File: src/rtl/dmem_ctrl.sv
// dmem_ctrl: data-memory access controller for the MEM stage of the RV32I pipeline.
// Sequences each load/store through a req/ack bus handshake, places store data on the
// correct byte lanes, extends load data, and stalls the pipeline while an access is open.
//
// Ports:
//   clk, rst                  clock, asynchronous active-low reset
//   MemReqM, MemWriteM        access request / store select from EX/MEM
//   funct3M, ALUResultM       access size+sign, byte address
//   WriteDataM                right-aligned store data
//   mem_req, mem_we           registered bus request / write enable
//   mem_addr, mem_wdata       registered word address, lane-placed store data
//   mem_be                    registered byte enables
//   mem_ack, mem_err          completion strobe, error (valid with ack)
//   mem_rdata                 read word (valid with ack)
//   StallM                    pipeline hold
//   ReadDataM                 extended load data
//   MisalignM                 misaligned address or illegal funct3
//   BusErrM                   bus error or timeout on the last access
//
// Optional feature: define DMEM_TIMEOUT_EN to abort a BUSY access after TIMEOUT_CYCLES
// cycles without mem_ack.

module dmem_ctrl #(
    parameter int unsigned TIMEOUT_CYCLES = 255
) (
    input  logic        clk,
    input  logic        rst,
    input  logic        MemReqM,
    input  logic        MemWriteM,
    input  logic [2:0]  funct3M,
    input  logic [31:0] ALUResultM,
    input  logic [31:0] WriteDataM,
    output logic        mem_req,
    output logic        mem_we,
    output logic [31:0] mem_addr,
    output logic [31:0] mem_wdata,
    output logic [3:0]  mem_be,
    input  logic        mem_ack,
    input  logic        mem_err,
    input  logic [31:0] mem_rdata,
    output logic        StallM,
    output logic [31:0] ReadDataM,
    output logic        MisalignM,
    output logic        BusErrM
);

    localparam logic [7:0] TimeoutVal = TIMEOUT_CYCLES[7:0];

    typedef enum logic [1:0] {StIdle, StBusy, StDone} state_e;

    state_e      state_q, state_d;
    logic        req_q, we_q, buserr_q;
    logic [31:0] addr_q, wdata_q, rdata_q;
    logic [3:0]  be_q;
    logic [1:0]  off_q;
    logic [2:0]  funct3_q;

    logic        legal;
    logic [3:0]  be_d;
    logic [31:0] wdata_d;
    logic [31:0] rdata_shift, load_ext;
    logic        start, complete, abort, stall, misalign, timeout_hit;

    // Request decode: legality, byte enables and lane replication.
    always_comb begin
        legal   = 1'b0;
        be_d    = 4'b0000;
        wdata_d = 32'h0;
        case (funct3M)
            3'b000, 3'b100: begin
                legal   = 1'b1;
                be_d    = 4'b0001 << ALUResultM[1:0];
                wdata_d = {4{WriteDataM[7:0]}};
            end
            3'b001, 3'b101: begin
                legal   = ~ALUResultM[0];
                be_d    = ALUResultM[1] ? 4'b1100 : 4'b0011;
                wdata_d = {2{WriteDataM[15:0]}};
            end
            3'b010: begin
                legal   = (ALUResultM[1:0] == 2'b00);
                be_d    = 4'b1111;
                wdata_d = WriteDataM;
            end
            default: ;
        endcase
    end

    // Load extraction uses the offset/size captured at request time.
    always_comb begin
        rdata_shift = mem_rdata >> {off_q, 3'b000};
        case (funct3_q)
            3'b000:  load_ext = {{24{rdata_shift[7]}}, rdata_shift[7:0]};
            3'b100:  load_ext = {24'h0, rdata_shift[7:0]};
            3'b001:  load_ext = {{16{rdata_shift[15]}}, rdata_shift[15:0]};
            3'b101:  load_ext = {16'h0, rdata_shift[15:0]};
            default: load_ext = mem_rdata;
        endcase
    end

`ifdef DMEM_TIMEOUT_EN
    logic [7:0] tmo_cnt_q;

    assign timeout_hit = (state_q == StBusy) && (tmo_cnt_q + 8'd1 == TimeoutVal);

    always_ff @(posedge clk or negedge rst) begin
        if (!rst) begin
            tmo_cnt_q <= 8'h0;
        end else if (state_q == StBusy && state_d == StBusy) begin
            tmo_cnt_q <= tmo_cnt_q + 8'd1;
        end else begin
            tmo_cnt_q <= 8'h0;
        end
    end
`else
    logic unused_timeout;

    assign timeout_hit    = 1'b0;
    assign unused_timeout = ^TimeoutVal;
`endif

    always_comb begin
        state_d  = state_q;
        start    = 1'b0;
        complete = 1'b0;
        abort    = 1'b0;
        stall    = 1'b0;
        misalign = 1'b0;
        unique case (state_q)
            StIdle: begin
                if (MemReqM) begin
                    if (legal) begin
                        start   = 1'b1;
                        stall   = 1'b1;
                        state_d = StBusy;
                    end else begin
                        misalign = 1'b1;
                    end
                end
            end
            StBusy: begin
                stall = 1'b1;
                // A real ack wins over a timeout landing in the same cycle.
                if (mem_ack) begin
                    complete = 1'b1;
                    state_d  = StDone;
                end else if (timeout_hit) begin
                    abort   = 1'b1;
                    state_d = StDone;
                end
            end
            StDone:  state_d = StIdle;
            default: state_d = StIdle;
        endcase
    end

    always_ff @(posedge clk or negedge rst) begin
        if (!rst) begin
            state_q <= StIdle;
        end else begin
            state_q <= state_d;
        end
    end

    always_ff @(posedge clk or negedge rst) begin
        if (!rst) begin
            req_q    <= 1'b0;
            we_q     <= 1'b0;
            addr_q   <= 32'h0;
            wdata_q  <= 32'h0;
            be_q     <= 4'h0;
            off_q    <= 2'b00;
            funct3_q <= 3'b000;
            rdata_q  <= 32'h0;
            buserr_q <= 1'b0;
        end else begin
            if (start) begin
                req_q    <= 1'b1;
                we_q     <= MemWriteM;
                addr_q   <= {ALUResultM[31:2], 2'b00};
                wdata_q  <= wdata_d;
                be_q     <= be_d;
                off_q    <= ALUResultM[1:0];
                funct3_q <= funct3M;
            end
            if (complete) begin
                req_q    <= 1'b0;
                rdata_q  <= (we_q || mem_err) ? 32'h0 : load_ext;
                buserr_q <= mem_err;
            end
            if (abort) begin
                req_q    <= 1'b0;
                rdata_q  <= 32'h0;
                buserr_q <= 1'b1;
            end
        end
    end

    assign mem_req   = req_q;
    assign mem_we    = we_q;
    assign mem_addr  = addr_q;
    assign mem_wdata = wdata_q;
    assign mem_be    = be_q;
    assign ReadDataM = rdata_q;
    assign BusErrM   = buserr_q;
    // Combinational outputs are forced low while reset is asserted.
    assign StallM    = rst & stall;
    assign MisalignM = rst & misalign;

endmodule

File: config.mk
export PLATFORM = sky130hd
export DESIGN_NAME = dmem_ctrl
export DESIGN_NICKNAME = d
export VERILOG_FILES = /design/src/rtl/dmem_ctrl.sv
export SDC_FILE = /design/constraint.sdc
export NUM_CORES = 1
export LEC_CHECK = 0
export ABC_AREA = 1
export CORE_ASPECT_RATIO = 1.75
export CORE_MARGIN = 2
export CORE_UTILIZATION = 49
export CTS_BUF_LIST = sky130_fd_sc_hd__clkbuf_8
export DETAILED_ROUTE_END_ITERATION = 16
export GPL_TIMING_DRIVEN = 0
export PLACE_DENSITY = 0.9
export SLEW_MARGIN = 25
export SYNTH_ARGS = -nofsm -noshare
export SYNTH_HDL_FRONTEND = slang
export SYNTH_SLANG_ARGS = --single-unit
File: constraint.sdc
create_clock -name clk -period 2.58 [get_ports clk]
set_input_delay 0.258 -clock clk [delete_from_list [all_inputs] [get_ports clk]]
set_output_delay 0.258 -clock clk [all_outputs]
set_load 0.02 [all_outputs]
# Yosys cells after proc, flatten, opt, wreduce, memory -nomap -nowiden
# Cells that the tools add are included.
[totals] register_bits=108 latchBits=0 ram_bits=0 romBits=0 in_bits=105 out_inout_bits=105 mem_count=0
[op_classes] add_sub_neg=0 n_mul=0 n_div=0 order_cmp=0 n_eq_ne=11 shifts=2 mux=21 bitwise=3 n_reduce_logical=9
[op_table] cell="$pmux 32 s4" n=1
[op_table] cell="$pmux 32 s3" n=1
[op_table] cell="$mux 32" n=1
[op_table] cell="$shr 32x5->16" n=1
[op_table] cell="$eq 3x3->1 const B" n=4
[op_table] cell="$pmux 4 s3" n=1
[op_table] cell="$mux 1" n=10
[op_table] cell="$eq 3x1->1 const B" n=2
[op_table] cell="$logic_not 3->1" n=2
[op_table] cell="$mux 2" n=3
[op_table] cell="$ne 2x2->1 const B" n=3
[op_table] cell="$logic_not 2->1" n=2
[op_table] cell="$mux 4" n=1
[op_table] cell="$pmux 2 s2" n=1
[op_table] cell="$reduce_or 2->1" n=2
[op_table] cell="$shl 1x2->4 const A" n=1
[op_table] cell="$eq 3x2->1 const B" n=1
[op_table] cell="$pmux 1 s3" n=1
[op_table] cell="$reduce_and 3->1" n=1
[op_table] cell="$and 1x1->1" n=2
[op_table] cell="$eq 2x1->1 const B" n=1
[op_table] cell="$pmux 1 s2" n=1
[op_table] cell="$reduce_bool 2->1" n=1
[op_table] cell="$logic_or 1x1->1" n=1
[op_table] cell="$not 1->1" n=1

# Logic depth before layout (Yosys ltp)
[logic_depth] ltp_word=8 depth_mapped=10 depth_no_buf=8

# Least setup slack after synthesis
# No wires, ideal clock.
[synth_timing] path_type="register -> output" from="reg state_q[1]" to="out StallM" arrival_time_ns=1.560 setup_slack_ns=0.762 stages_incl_launch_ff=7 path_cell_list="dfrtp_1 or2_1 nor2_2 nand2_2 buf_6 buf_6 a21oi_1"
[synth_via] elab_chain_cells=3
[synth_rtl] item="start: declaration" line_no="51" text="state_e state_q, state_d;"
[synth_rtl] item="start signal: assignment" line_no="159" text="state_q <= StIdle;"
[synth_rtl] item="start signal: assignment" line_no="161" text="state_q <= state_d;"
[synth_rtl] item="$eq 2x1->1 or $logic_not 2->1 (tied branches)" line_no="129" text="unique case (state_q)"
[synth_rtl] item="$pmux 1 s2 *" line_no="129"
[synth_rtl] item="$and 1x1->1 *" line_no="207" text="assign StallM = rst & stall;"
[synth_rtl] item="end: declaration" line_no="41" text="output logic StallM,"
# Every way passes the cells marked *; elsewhere a longest branch is shown, timed or not.

# Final worst setup path
[layout_timing] from="in funct3M[0]" to="out MisalignM"
[layout_via] elab_chain_cells=7
[layout_rtl] item="start: declaration" line_no="30" text="input logic [2:0] funct3M,"
[layout_rtl] item="$eq 3x1->1 (tied with other cells)" line_no="69" text="case (funct3M)"
[layout_rtl] item="$reduce_or 2->1" line_no="69"
[layout_rtl] item="$pmux 1 s3 *" line_no="69"
[layout_rtl] item="$mux 1 *" line_no="132" text="if (legal) begin"
[layout_rtl] item="$mux 1 *" line_no="131" text="if (MemReqM) begin"
[layout_rtl] item="$mux 1 *" line_no="129"
[layout_rtl] item="$and 1x1->1 *" line_no="208" text="assign MisalignM = rst & misalign;"
[layout_rtl] item="end: declaration" line_no="43" text="output logic MisalignM,"
# Marked as above.

==> metrics.cfg <==
[outcome]
outcome=complete, no violations

[floorplan]
start_util_pct=49.8
fp-row-count=50
core_um2=10600
pin_count=210
die_h_um=141
die_area_um2=11600
die_w_um=82.4

[setup_path]
cp_slowest_cell=clkdlybuf4s50_1
worstReg2RegStart=state_q[1]
path_cells=clkdlybuf4s50_1, inv_2, o21ai_1, o21ai_4, buf_4, nor4_1, clkdlybuf4s50_1
worst-path-max-fanout=9
ff2ff_path_depth=8
slowest_delay_ns=0.66
critPathKind=in2out
crit_path_start_kind=input pin
worstReg2RegEnd=ReadDataM[7]
cp.arrival_ns=2.19
crit_top_cell=clkdlybuf4s50_1
r2r_setup_slack_ns=0.80
crit_path_end_kind=output port
cp.required_ns=2.32

[global_routing]
grt_max_degree=74
grt_usage_pct=29.4
globalRouteOverflowTotal=0
antenna_found_initial=0
grt_pass1_wl_um=26200
grt_pass1_vias=5368

[yosys]
synth_seq_cells=108
syn_area_um2=5270
yosysSeqAreaShare_pct=51.3
syn_inst=701
synth.distinct_cells=27
avgSynthCellArea_um2=7.52
yosysWarningCount=0
synth_top_cell_by_area=dfrtp_1
synth_area_leaders=dfrtp_1, nand2_1, nand3_1, o21ai_1, inv_1
synth_top_area_share_pct=51.3

[cells_and_area]
multiInputGateArea_um2=2180
finalNetCount=1029
final.fill_count=831
layout_commonest_cell=nand2_1
final_cell_mix=nand2_1, clkdlybuf4s50_1, dfrtp_1, nand3_1, inv_1
diodes=0
drive_above_1_share_pct=4.85
syn2layout_area_growth_pct=47.0
final-seq-area_um2=2700

[pwr]
leakage_uw=0.00386
seq_power_share_pct=38.3
pwr-share-clk_pct=16.2
fin_total_pwr_uw=6260
combPwrFrac_pct=45.5
switchingPower_uw=2420
power.density_nw_per_um2=808
ir_drop_uv=509
power.internal_uw=3840
p_sw_share_pct=38.6

[route]
vias=5402
antenna_left=0
initialDrtViolationCount=265
dr.pass1.iters=5
routed_wl_um=16600
drc=0
vias_per_cell=5.11
wl_per_cell_um=15.7

[sta]
tightest_slew_ns=0.577
slew_viol_final=0
rsz0062_at_grt=false
setup_viol=0
fin_crit_sh_pct=95.0
max_freq_mhz=408
period_needed_ns=2.45
worst_clock_skew_ns=0.0136
hold_ws_ns=0.340
hold_violations=0
slew_headroom_pct=61.3

[run]
maxCapViolCount=0

[clock_network]
clk_pin_slew_ns=0.10
cts_tree=built
cts_buffers=9
clk_latency_ns=0.37
clk_path_buf_depth=2
htreeDepth=3
cts-root-buf=clkbuf_8
cts_sinks=108

[placed_design]
portBuffers=207
gp_congestion=0.946
hpwl_um=12600

[worst_hold_path]
hold_path_class=in2async

power by group through the flow:
| stage | logic, uW | clock network [uW] | registers [uW] |
|---|---|---|---|
| 2_1_floorplan | 892 | 0 | 2950 |
| 3_3_place_gp | 2790 | 0 | 2410 |
| 6_report | 2850 | 1010 | 2400 |
| 3_5_place_dp | 2840 | 0 | 2430 |
| 5_1_grt | 3080 | 1080 | 2450 |
| 4_1_cts | 2860 | 1020 | 2400 |
through the flow:
stage / setup WS, ns / instance area [um^2] / utilization, % / std cells / setup TNS [ns]
2_1_floorplan: 0.762 / 5270 / - / 702 / 0
3_3_place_gp: -3.37 / 7510 / 71.0 / 1039 / -324.99
3_5_place_dp: -0.218 / 7540 / 71.3 / 1040 / -0.218
4_1_cts: 0.123 / 7750 / 73.3 / 1058 / 0
5_1_grt: 0.00313 / 7750 / 73.3 / 1058 / 0
6_report: 0.129 / 7750 / 73.3 / 1058 / 0
final cells by class:
| class | count | area share (%) |
|---|---|---|
| Buffer | 38 | 2.65 |
| Clock buffer | 9 | 1.60 |
| Clock inverter | 6 | 0.759 |
| Inverter | 51 | 2.47 |
| Multi-Input combinational cell | 505 | 28.1 |
| Sequential cell | 108 | 34.9 |
| Tap cell | 130 | 2.10 |
| Timing Repair Buffer | 211 | 27.4 |
worst max-delay path by stage:
stage,startpoint,endpoint,slack (ns),cells after the start
after floorplan,state_q[1],StallM,0.76,6
after global placement,rst,MisalignM,-3.37,4
after detailed placement,funct3M[0],StallM,-0.22,9
after CTS,rst,MisalignM,0.12,5
after global routing,rst,MisalignM,0.003,5
final,funct3M[0],MisalignM,0.13,7
worst max-delay path: cells and delay by family:
family                 cells  cell delay [ns]
buffers and inverters      4             1.44
AOI/OAI and AO/OA          2             0.32
and+or+nand+nor            1             0.18
flip-flops by register name, indices dropped and copies added (netlist names):
signal,cells
off_q,2
state_q,2
funct3_q,3
mem_wdata,32
mem_be,4
ReadDataM,32
BusErrM,1
mem_we,1
mem_req,1
mem_addr,30
kinds of logic (layout without fill, tap and decap cells):
kind of cell,Yosys count,count (layout),synth area share (%)
simple gates,406,406,30.9
compound gates,97,97,10.2
other cells,1,2,0.0712
flops,108,108,51.3
buf+inv,89,315,7.53
cells in the mapped netlist:
cell	n
o21ai_1	39
o21ai_4	1
conb_1	1
o2111ai_1	4
buf_1	1
a21oi_2	1
nor2_1	45
buf_6	4
o21ai_0	14
or2_1	1
nand3_1	57
clkbuf_1	19
dfrtp_1	108
nor2_2	2
nand2_2	1
nor3_1	1
buf_2	8
o22ai_1	2
buf_4	6
nand3_2	3
inv_2	2
clkinv_1	1
nor4_1	1
a21oi_1	28
nand2_1	295
a22oi_1	8
inv_1	48
per-layer routing:
metal	part of all wire (%)	up-vias	GRT usage (%)
li1	-	2653	-
met1	37	2464	32.8
met2	52	226	50.1
met3	6.0	59	5.12
met4	5.8	0	18.2
met5	0	-	0
what timing repair did:
item                       in CTS  in global routing
hold buffers                    1                  0
hold endpoints to repair       35                  0
gates resized for setup         2                  0
setup buffers                   2                  0
setup endpoints to repair       1                  0
Power figures use the tool's default switching activity.
